`config.mk`:
```
export PLATFORM = sky130hd
export DESIGN_NAME = ws2812_multi_registers
export DESIGN_NICKNAME = d
export VERILOG_FILES = /design/src/rtl/ws2812_multi_registers.sv
export SDC_FILE = /design/constraint.sdc
export NUM_CORES = 1
export LEC_CHECK = 0
export ABC_CLOCK_PERIOD_IN_PS = 7200
export CELL_PAD_IN_SITES_DETAIL_PLACEMENT = 1
export CELL_PAD_IN_SITES_GLOBAL_PLACEMENT = 1
export CORE_MARGIN = 1
export CORE_UTILIZATION = 45
export DETAILED_ROUTE_END_ITERATION = 16
export PLACE_DENSITY_LB_ADDON = 0.15
export SYNTH_ARGS = -nofsm -noshare
export SYNTH_HDL_FRONTEND = slang
export SYNTH_SLANG_ARGS = --single-unit
export TNS_END_PERCENT = 1
```
`constraint.sdc`:
```
create_clock -name clk -period 7.2 [get_ports clk]
set_clock_uncertainty 0.05 [all_clocks]
set_input_delay 2.16 -clock clk [delete_from_list [all_inputs] [get_ports clk]]
set_output_delay 2.16 -clock clk [all_outputs]
set_load 0.005 [all_outputs]
```
`src/rtl/ws2812_multi_registers.sv`:
```
// CPU register file for multi-channel WS2812 strips with a hardware colour-fill engine.
module ws2812_multi_registers #(
    parameter int unsigned CHANNELS        = 2,
    parameter int unsigned MAX_PIXELS      = 64,
    parameter int unsigned BYTES_PER_PIXEL = 3,
    parameter int unsigned PIX_AW          = $clog2(CHANNELS * MAX_PIXELS * BYTES_PER_PIXEL)
) (
    input  logic                  clk,
    input  logic                  reset_n,
    input  logic [2:0]            addr,
    input  logic                  ws2812_io_req,
    input  logic                  ws2812_io_wr,
    input  logic [7:0]            ws2812_data_in,
    output logic [7:0]            ws2812_data_out,
    output logic [8*CHANNELS-1:0] number_of_pixels,
    output logic                  fill_busy,
    output logic                  pixel_we,
    output logic [7:0]            pixel_dbo,
    input  logic [7:0]            pixel_dbi,
    output logic [PIX_AW-1:0]     pixel_addr
);

    localparam int unsigned BPP      = BYTES_PER_PIXEL;
    localparam int unsigned CH_BYTES = MAX_PIXELS * BPP;
    localparam int unsigned CHW      = (CHANNELS > 1) ? $clog2(CHANNELS) : 1;
    localparam int unsigned PHW      = (BPP > 1) ? $clog2(BPP) : 1;
    localparam int unsigned KW       = $clog2(CH_BYTES + 1);

    localparam logic [1:0] S_IDLE = 2'd0;
    localparam logic [1:0] S_FILL = 2'd1;
    localparam logic [1:0] S_DONE = 2'd2;

    logic [1:0]        state_q, state_d;
    logic [7:0]        idx_q, idx_d;
    logic [PHW-1:0]    phase_q, phase_d;
    logic [CHW-1:0]    chan_q, chan_d;
    logic [7:0]        count_q [CHANNELS];
    logic [7:0]        count_d [CHANNELS];
    logic [7:0]        colour_q [BPP];
    logic [7:0]        colour_d [BPP];
    logic [PHW-1:0]    fphase_q, fphase_d;
    logic [KW-1:0]     k_q, k_d;
    logic [PHW-1:0]    fk_q, fk_d;
    logic              busy_q, busy_d;
    logic              we_q, we_d;
    logic [7:0]        dbo_q, dbo_d;
    logic [7:0]        dout_q, dout_d;
    logic [PIX_AW-1:0] paddr_q, paddr_d;

    logic [7:0]     cur_count;
    logic [7:0]     new_count;
    logic [KW-1:0]  fill_end;
    logic           last_phase;
    logic           idx_wrap;
    logic [PHW-1:0] adv_phase;
    logic [7:0]     adv_idx;
    logic           wr_acc;
    logic           rd_acc;
    logic           hold_addr;

    // Next-state logic: CPU register access, pixel pointer advance and fill FSM
    always_comb begin
        state_d   = state_q;
        idx_d     = idx_q;
        phase_d   = phase_q;
        chan_d    = chan_q;
        count_d   = count_q;
        colour_d  = colour_q;
        fphase_d  = fphase_q;
        k_d       = k_q;
        fk_d      = fk_q;
        busy_d    = busy_q;
        we_d      = 1'b0;
        dbo_d     = dbo_q;
        dout_d    = dout_q;
        hold_addr = 1'b0;

        cur_count  = count_q[chan_q];
        new_count  = (ws2812_data_in > 8'(MAX_PIXELS)) ? 8'(MAX_PIXELS) : ws2812_data_in;
        fill_end   = KW'(cur_count) * KW'(BPP) - KW'(1);
        last_phase = (phase_q == PHW'(BPP - 1));
        idx_wrap   = ({1'b0, idx_q} + 9'd1) >= {1'b0, cur_count};
        adv_phase  = last_phase ? '0 : phase_q + PHW'(1);
        adv_idx    = last_phase ? (idx_wrap ? 8'd0 : idx_q + 8'd1) : idx_q;
        wr_acc     = ws2812_io_req && ws2812_io_wr && !busy_q;
        rd_acc     = ws2812_io_req && !ws2812_io_wr;

        // CPU writes are dropped while the fill engine owns the RAM port
        if (wr_acc) begin
            case (addr)
                3'd0: begin
                    if (cur_count == 8'd0)
                        idx_d = 8'd0;
                    else if (ws2812_data_in >= cur_count)
                        idx_d = cur_count - 8'd1;
                    else
                        idx_d = ws2812_data_in;
                    phase_d = '0;
                end
                3'd1: begin
                    we_d      = 1'b1;
                    dbo_d     = ws2812_data_in;
                    phase_d   = adv_phase;
                    idx_d     = adv_idx;
                    hold_addr = 1'b1;
                end
                3'd2: begin
                    count_d[chan_q] = new_count;
                    if (idx_q >= new_count) begin
                        idx_d   = 8'd0;
                        phase_d = '0;
                    end
                end
                3'd3: begin
                    chan_d  = CHW'(32'(ws2812_data_in) % CHANNELS);
                    idx_d   = 8'd0;
                    phase_d = '0;
                end
                3'd4: begin
                    colour_d[fphase_q] = ws2812_data_in;
                    fphase_d = (fphase_q == PHW'(BPP - 1)) ? '0 : fphase_q + PHW'(1);
                end
                default: ;
            endcase
        end

        // CPU reads; pixel data reads are blanked and frozen during a fill
        if (rd_acc) begin
            case (addr)
                3'd0: dout_d = idx_q;
                3'd1: begin
                    if (busy_q) begin
                        dout_d = 8'd0;
                    end else begin
                        dout_d  = pixel_dbi;
                        phase_d = adv_phase;
                        idx_d   = adv_idx;
                    end
                end
                3'd2: dout_d = cur_count;
                3'd3: dout_d = 8'(chan_q);
                3'd4: begin
                    dout_d   = 8'd0;
                    fphase_d = '0;
                end
                3'd5:    dout_d = {7'b0, busy_q};
                default: dout_d = 8'd0;
            endcase
        end

        // Fill engine: one RAM byte per cycle across the channel's active region
        case (state_q)
            S_IDLE: begin
                if (wr_acc && addr == 3'd5) begin
                    busy_d  = 1'b1;
                    k_d     = '0;
                    fk_d    = '0;
                    state_d = (cur_count == 8'd0) ? S_DONE : S_FILL;
                end
            end
            S_FILL: begin
                we_d  = 1'b1;
                dbo_d = colour_q[fk_q];
                k_d   = k_q + KW'(1);
                fk_d  = (fk_q == PHW'(BPP - 1)) ? '0 : fk_q + PHW'(1);
                if (k_q == fill_end)
                    state_d = S_DONE;
            end
            S_DONE: begin
                idx_d   = 8'd0;
                phase_d = '0;
                busy_d  = 1'b0;
                state_d = S_IDLE;
            end
            default: state_d = S_IDLE;
        endcase

        // Address tracks the pointer, except it holds for the write strobe cycle
        if (state_q == S_FILL)
            paddr_d = PIX_AW'(chan_q) * PIX_AW'(CH_BYTES) + PIX_AW'(k_q);
        else if (hold_addr)
            paddr_d = PIX_AW'(chan_q) * PIX_AW'(CH_BYTES) + PIX_AW'(idx_q) * PIX_AW'(BPP)
                    + PIX_AW'(phase_q);
        else
            paddr_d = PIX_AW'(chan_d) * PIX_AW'(CH_BYTES) + PIX_AW'(idx_d) * PIX_AW'(BPP)
                    + PIX_AW'(phase_d);
    end

    // State and output registers
    always_ff @(posedge clk or negedge reset_n) begin
        if (!reset_n) begin
            state_q  <= S_IDLE;
            idx_q    <= 8'd0;
            phase_q  <= '0;
            chan_q   <= '0;
            fphase_q <= '0;
            k_q      <= '0;
            fk_q     <= '0;
            busy_q   <= 1'b0;
            we_q     <= 1'b0;
            dbo_q    <= 8'd0;
            dout_q   <= 8'd0;
            paddr_q  <= '0;
            for (int c = 0; c < int'(CHANNELS); c++) count_q[c] <= 8'(MAX_PIXELS);
            for (int b = 0; b < int'(BPP); b++) colour_q[b] <= 8'd0;
        end else begin
            state_q  <= state_d;
            idx_q    <= idx_d;
            phase_q  <= phase_d;
            chan_q   <= chan_d;
            fphase_q <= fphase_d;
            k_q      <= k_d;
            fk_q     <= fk_d;
            busy_q   <= busy_d;
            we_q     <= we_d;
            dbo_q    <= dbo_d;
            dout_q   <= dout_d;
            paddr_q  <= paddr_d;
            count_q  <= count_d;
            colour_q <= colour_d;
        end
    end

    // Flatten per-channel counts onto the output bus
    for (genvar c = 0; c < int'(CHANNELS); c++) begin : g_counts
        assign number_of_pixels[c*8 +: 8] = count_q[c];
    end

    assign ws2812_data_out = dout_q;
    assign fill_busy       = busy_q;
    assign pixel_we        = we_q;
    assign pixel_dbo       = dbo_q;
    assign pixel_addr      = paddr_q;

endmodule

```
==> flow_metrics.tcl <==
set metrics [dict create \
    setup_violations 0 \
    yosys-top-cells-area "dfrtp_1, ha_1, mux2_2" \
    leakagePower_uw 0.003715 \
    synthArstFlopShare_pct 100.0 \
    htreeDepth 3 \
    ios 66 \
    grt_pass1_vias 6005 \
    endpoint "pixel_addr[8]" \
    drt-total-wl_um 20220 \
    synth-seq-cells 92 \
    grt_max_degree 51 \
    synth_mux_area_share_pct 9.178 \
    synthSimpleGateAreaFrac_pct 15.42 \
    fin_crit_sh_pct 91.87 \
    die_area_um2 15240 \
    fill_cells 1650 \
    tns_ns 0 \
    slew_headroom_pct 32.32 \
    die_w_um 123.5 \
    antenna_left 0 \
    ir_drop_v 0.0001035 \
    die_h_um 123.5 \
    drc 0 \
    worstSetupPathDepth 21 \
    synth_fa_ha_area_share_pct 15.53 \
    worstPathCellList "clkdlybuf4s50_1 -> inv_1 -> nor3_1 -> ha_1 -> nand2b_1 -> nand3_1 -> a21oi_1 -> o21ai_2 -> and2_2 -> a22oi_1 -> nor2_1 -> fa_1 -> ha_1 -> a21o_1 -> a21oi_1 -> nand2b_1 -> a21boi_0 -> o41ai_1 -> xor2_1 -> xnor2_1 -> o221a_1" \
    reg2reg_slack_ns 1.27 \
    initial_core_util_pct 45.85 \
    dp_cells 949 \
    cts_hold_buf 0 \
    ys_types 67 \
    clkSinkCount 92 \
    clkTransAtPathRegs_ns 0.08 \
    startpoint_type "input pin" \
    nets 876 \
    yosysMostFrequentCell "dfrtp_1" \
    finalWeightedCongestion 0.8675 \
    dr.pass1.iters 4 \
    yosysSeqAreaShare_pct 34.72 \
    layout.cells.non_filler 965 \
    synth_edf_count 0 \
    worstPathArrival_ns 6.82 \
    rsz0062_at_grt "no" \
    period_needed_ns 6.615 \
    yosysWarningCount 0 \
    synth_top_family_by_area "compound AO/OA/AOI/OAI gates" \
    cts_root_buf "clkbuf_16" \
    critical_path.max_stage_delay_ns 0.58 \
    port_buffers 65 \
    synth.avg_cell_area_um2 9.390 \
    tritoncts "built" \
    cts_resized 0 \
    drive_above_1_share_pct 9.859 \
    crit_start "ws2812_data_in[0]" \
    syn_area_um2 6639 \
    grt-ovfl-total 0 \
    cts_buffers 9 \
    via_per_inst 5.891 \
    rows 44 \
    yosys.area.top_type_share_pct 33.92 \
    rr_endpoint "pixel_addr[8]" \
    grt_pass1_wl_um 32370 \
    wire_per_inst_um 20.95 \
    yosys_most_used_dff "dfrtp_1" \
    drt_iter0_markers 399 \
    path_class "input pin to flop" \
    worstPathMaxFanout 7 \
    rr_startpoint "chan_q" \
    syn_nets 807 \
    synthXorXnorAreaFrac_pct 5.805 \
    grtUsageTotal_pct 28.43 \
    antenna_cells 0 \
    syn_inst 707 \
    cp-end-kind "flop" \
    hpwl_um 15260 \
    min_path_type "flop to flop" \
    power_density_nw_per_um2 142.5 \
    hold_viol 0 \
    cp_top_family "compound AO/OA/AOI/OAI gates" \
    outcome "completed" \
    num_vias 5685 \
    critPathRequiredTime_ns 7.40 \
    slowest_stage "clkdlybuf4s50_1" \
    max_freq_ghz 0.1512 \
    rr_worst_depth 21 \
    antenna_found_initial 0 \
    yosys.area.top_type "dfrtp_1" \
    clock_path_buffers 2 \
    core_area_um2 14480 \
    syn2layout_area_growth_pct 18.34 \
    max-cap-violations 0 \
    cts_setup_buffers 0 \
    crit_buf_inv 2 \
    slew_viol_final 0 \
    clock_latency_ns 0.36 \
    synth_compound_area_share_pct 15.70 \
    worst_slew_pin_slew_ns 1.013 \
    ys_top_cells_by_count "dfrtp_1, ha_1, nor2_1, nand2_1, a21oi_1" \
]
==> worst min path at each step <==
stage                  startpoint            endpoint  cells after the start  slack (ns)
3_5_place_dp   ws2812_data_out[3]  ws2812_data_out[3]                      2        0.42
3_3_place_gp   ws2812_data_out[7]  ws2812_data_out[7]                      2        0.41
6_report       ws2812_data_out[3]  ws2812_data_out[3]                      2        0.43
4_1_cts        ws2812_data_out[3]  ws2812_data_out[3]                      2        0.44
2_1_floorplan         colour_q[8]         colour_q[8]                      2        0.40
5_1_grt              colour_q[10]        colour_q[10]                      1        0.48
==> layout by cell type, fill, tap and decap left out, types with 3 or more instances in the layout <==
cell,netlist,routed
a211oi_1,13,13
a21o_1,9,9
a21oi_1,50,50
a221oi_1,8,8
a22oi_1,8,8
and3_1,5,5
buf_4,0,20
clkbuf_16,0,9
clkdlybuf4s50_1,0,64
dfrtp_1,90,90
fa_1,9,9
ha_1,68,68
inv_1,35,35
inv_8,0,3
mux2_2,26,26
mux2i_1,28,28
nand2_1,63,63
nand2b_1,10,10
nand3_1,16,16
nand4_1,5,5
nor2_1,64,64
nor2b_1,13,13
nor3_1,13,13
nor3b_1,4,4
o211ai_1,3,3
o21ai_0,45,45
o21ai_1,3,3
xnor2_1,29,29
xor2_1,15,15
==> logic make-up (layout without fill, tap and decap cells) <==
logic type      Yosys count  count (layout)
flops                    92              92
other cells               1               1
compound gates          162             162
fa+ha+maj                77              77
xor+xnor                 44              44
buf+inv                  62             136
mux                      56              56
simple gates            213             213
==> per-stage QoR <==
step	utilization (%)	total power [µW]	setup slack [ns]	hold WS [ns]	instance area, µm²
after global placement	52.19	634.5	0.4531	0.4119	7556
after floorplan	-	582.2	1.156	0.3996	6639
after global routing	54.26	1160	0.2692	0.4797	7856
after detailed placement	52.19	638.8	0.2582	0.4239	7556
after CTS	54.26	1132	0.6471	0.4406	7856
final	54.26	1120	0.5852	0.4343	7856
==> sequential cells by signal, indices dropped and copies added (netlist names), 8 cells and up <==
signal,flops
idx_q,8
colour_q,24
k_q,8
pixel_addr,9
ws2812_data_out,8
number_of_pixels,16
pixel_dbo,8
==> power breakdown <==
part	internal [µW]	switching (µW)	leakage (µW)	total [µW]
clock network	248	243	0.000145	491
registers	521	4.33	0.00119	525
logic	43.3	60.2	0.00238	104
==> area by class of cell <==
type	count	area, µm²	share of cell area [%]
inverter	36	135.1	1.720
tap	184	230.2	2.930
multi-input combinational	553	4095	52.13
clock inverter	7	75.07	0.9556
sequential	92	2305	29.34
timing repair buffer	84	790.8	10.07
clock buffer	9	225.2	2.867
==> routing by layer <==
layer / vias to the layer above / share of wire [%] / track usage, % / routed length (µm)
li1: 2660 / - / - / -
met1: 2876 / 45 / 37.15 / 9171
met2: 114 / 48 / 47.42 / 9780
met3: 35 / 3.7 / 3.598 / 748
met4: 0 / 2.6 / 11.75 / 518
met5: - / 0 / 0 / 0
==> worst register-to-register path, cell delays in order (launching register included) <==
cell and delay (ns):
dfrtp_1 0.83, mux2i_2 0.58, inv_2 0.21, ha_1 0.32, nor2b_1 0.21, o21ai_0 0.16
a221oi_2 0.25, buf_4 0.21, a21oi_1 0.08, a31oi_1 0.24, a221oi_1 0.12, a211oi_1 0.43
ha_1 0.33, ha_1 0.30, a21o_1 0.17, a21oi_1 0.22, nand2b_1 0.14, a21boi_0 0.11
o41ai_1 0.36, xor2_1 0.21, xnor2_1 0.08, o221a_1 0.20
(Power assumes the default switching activity.)
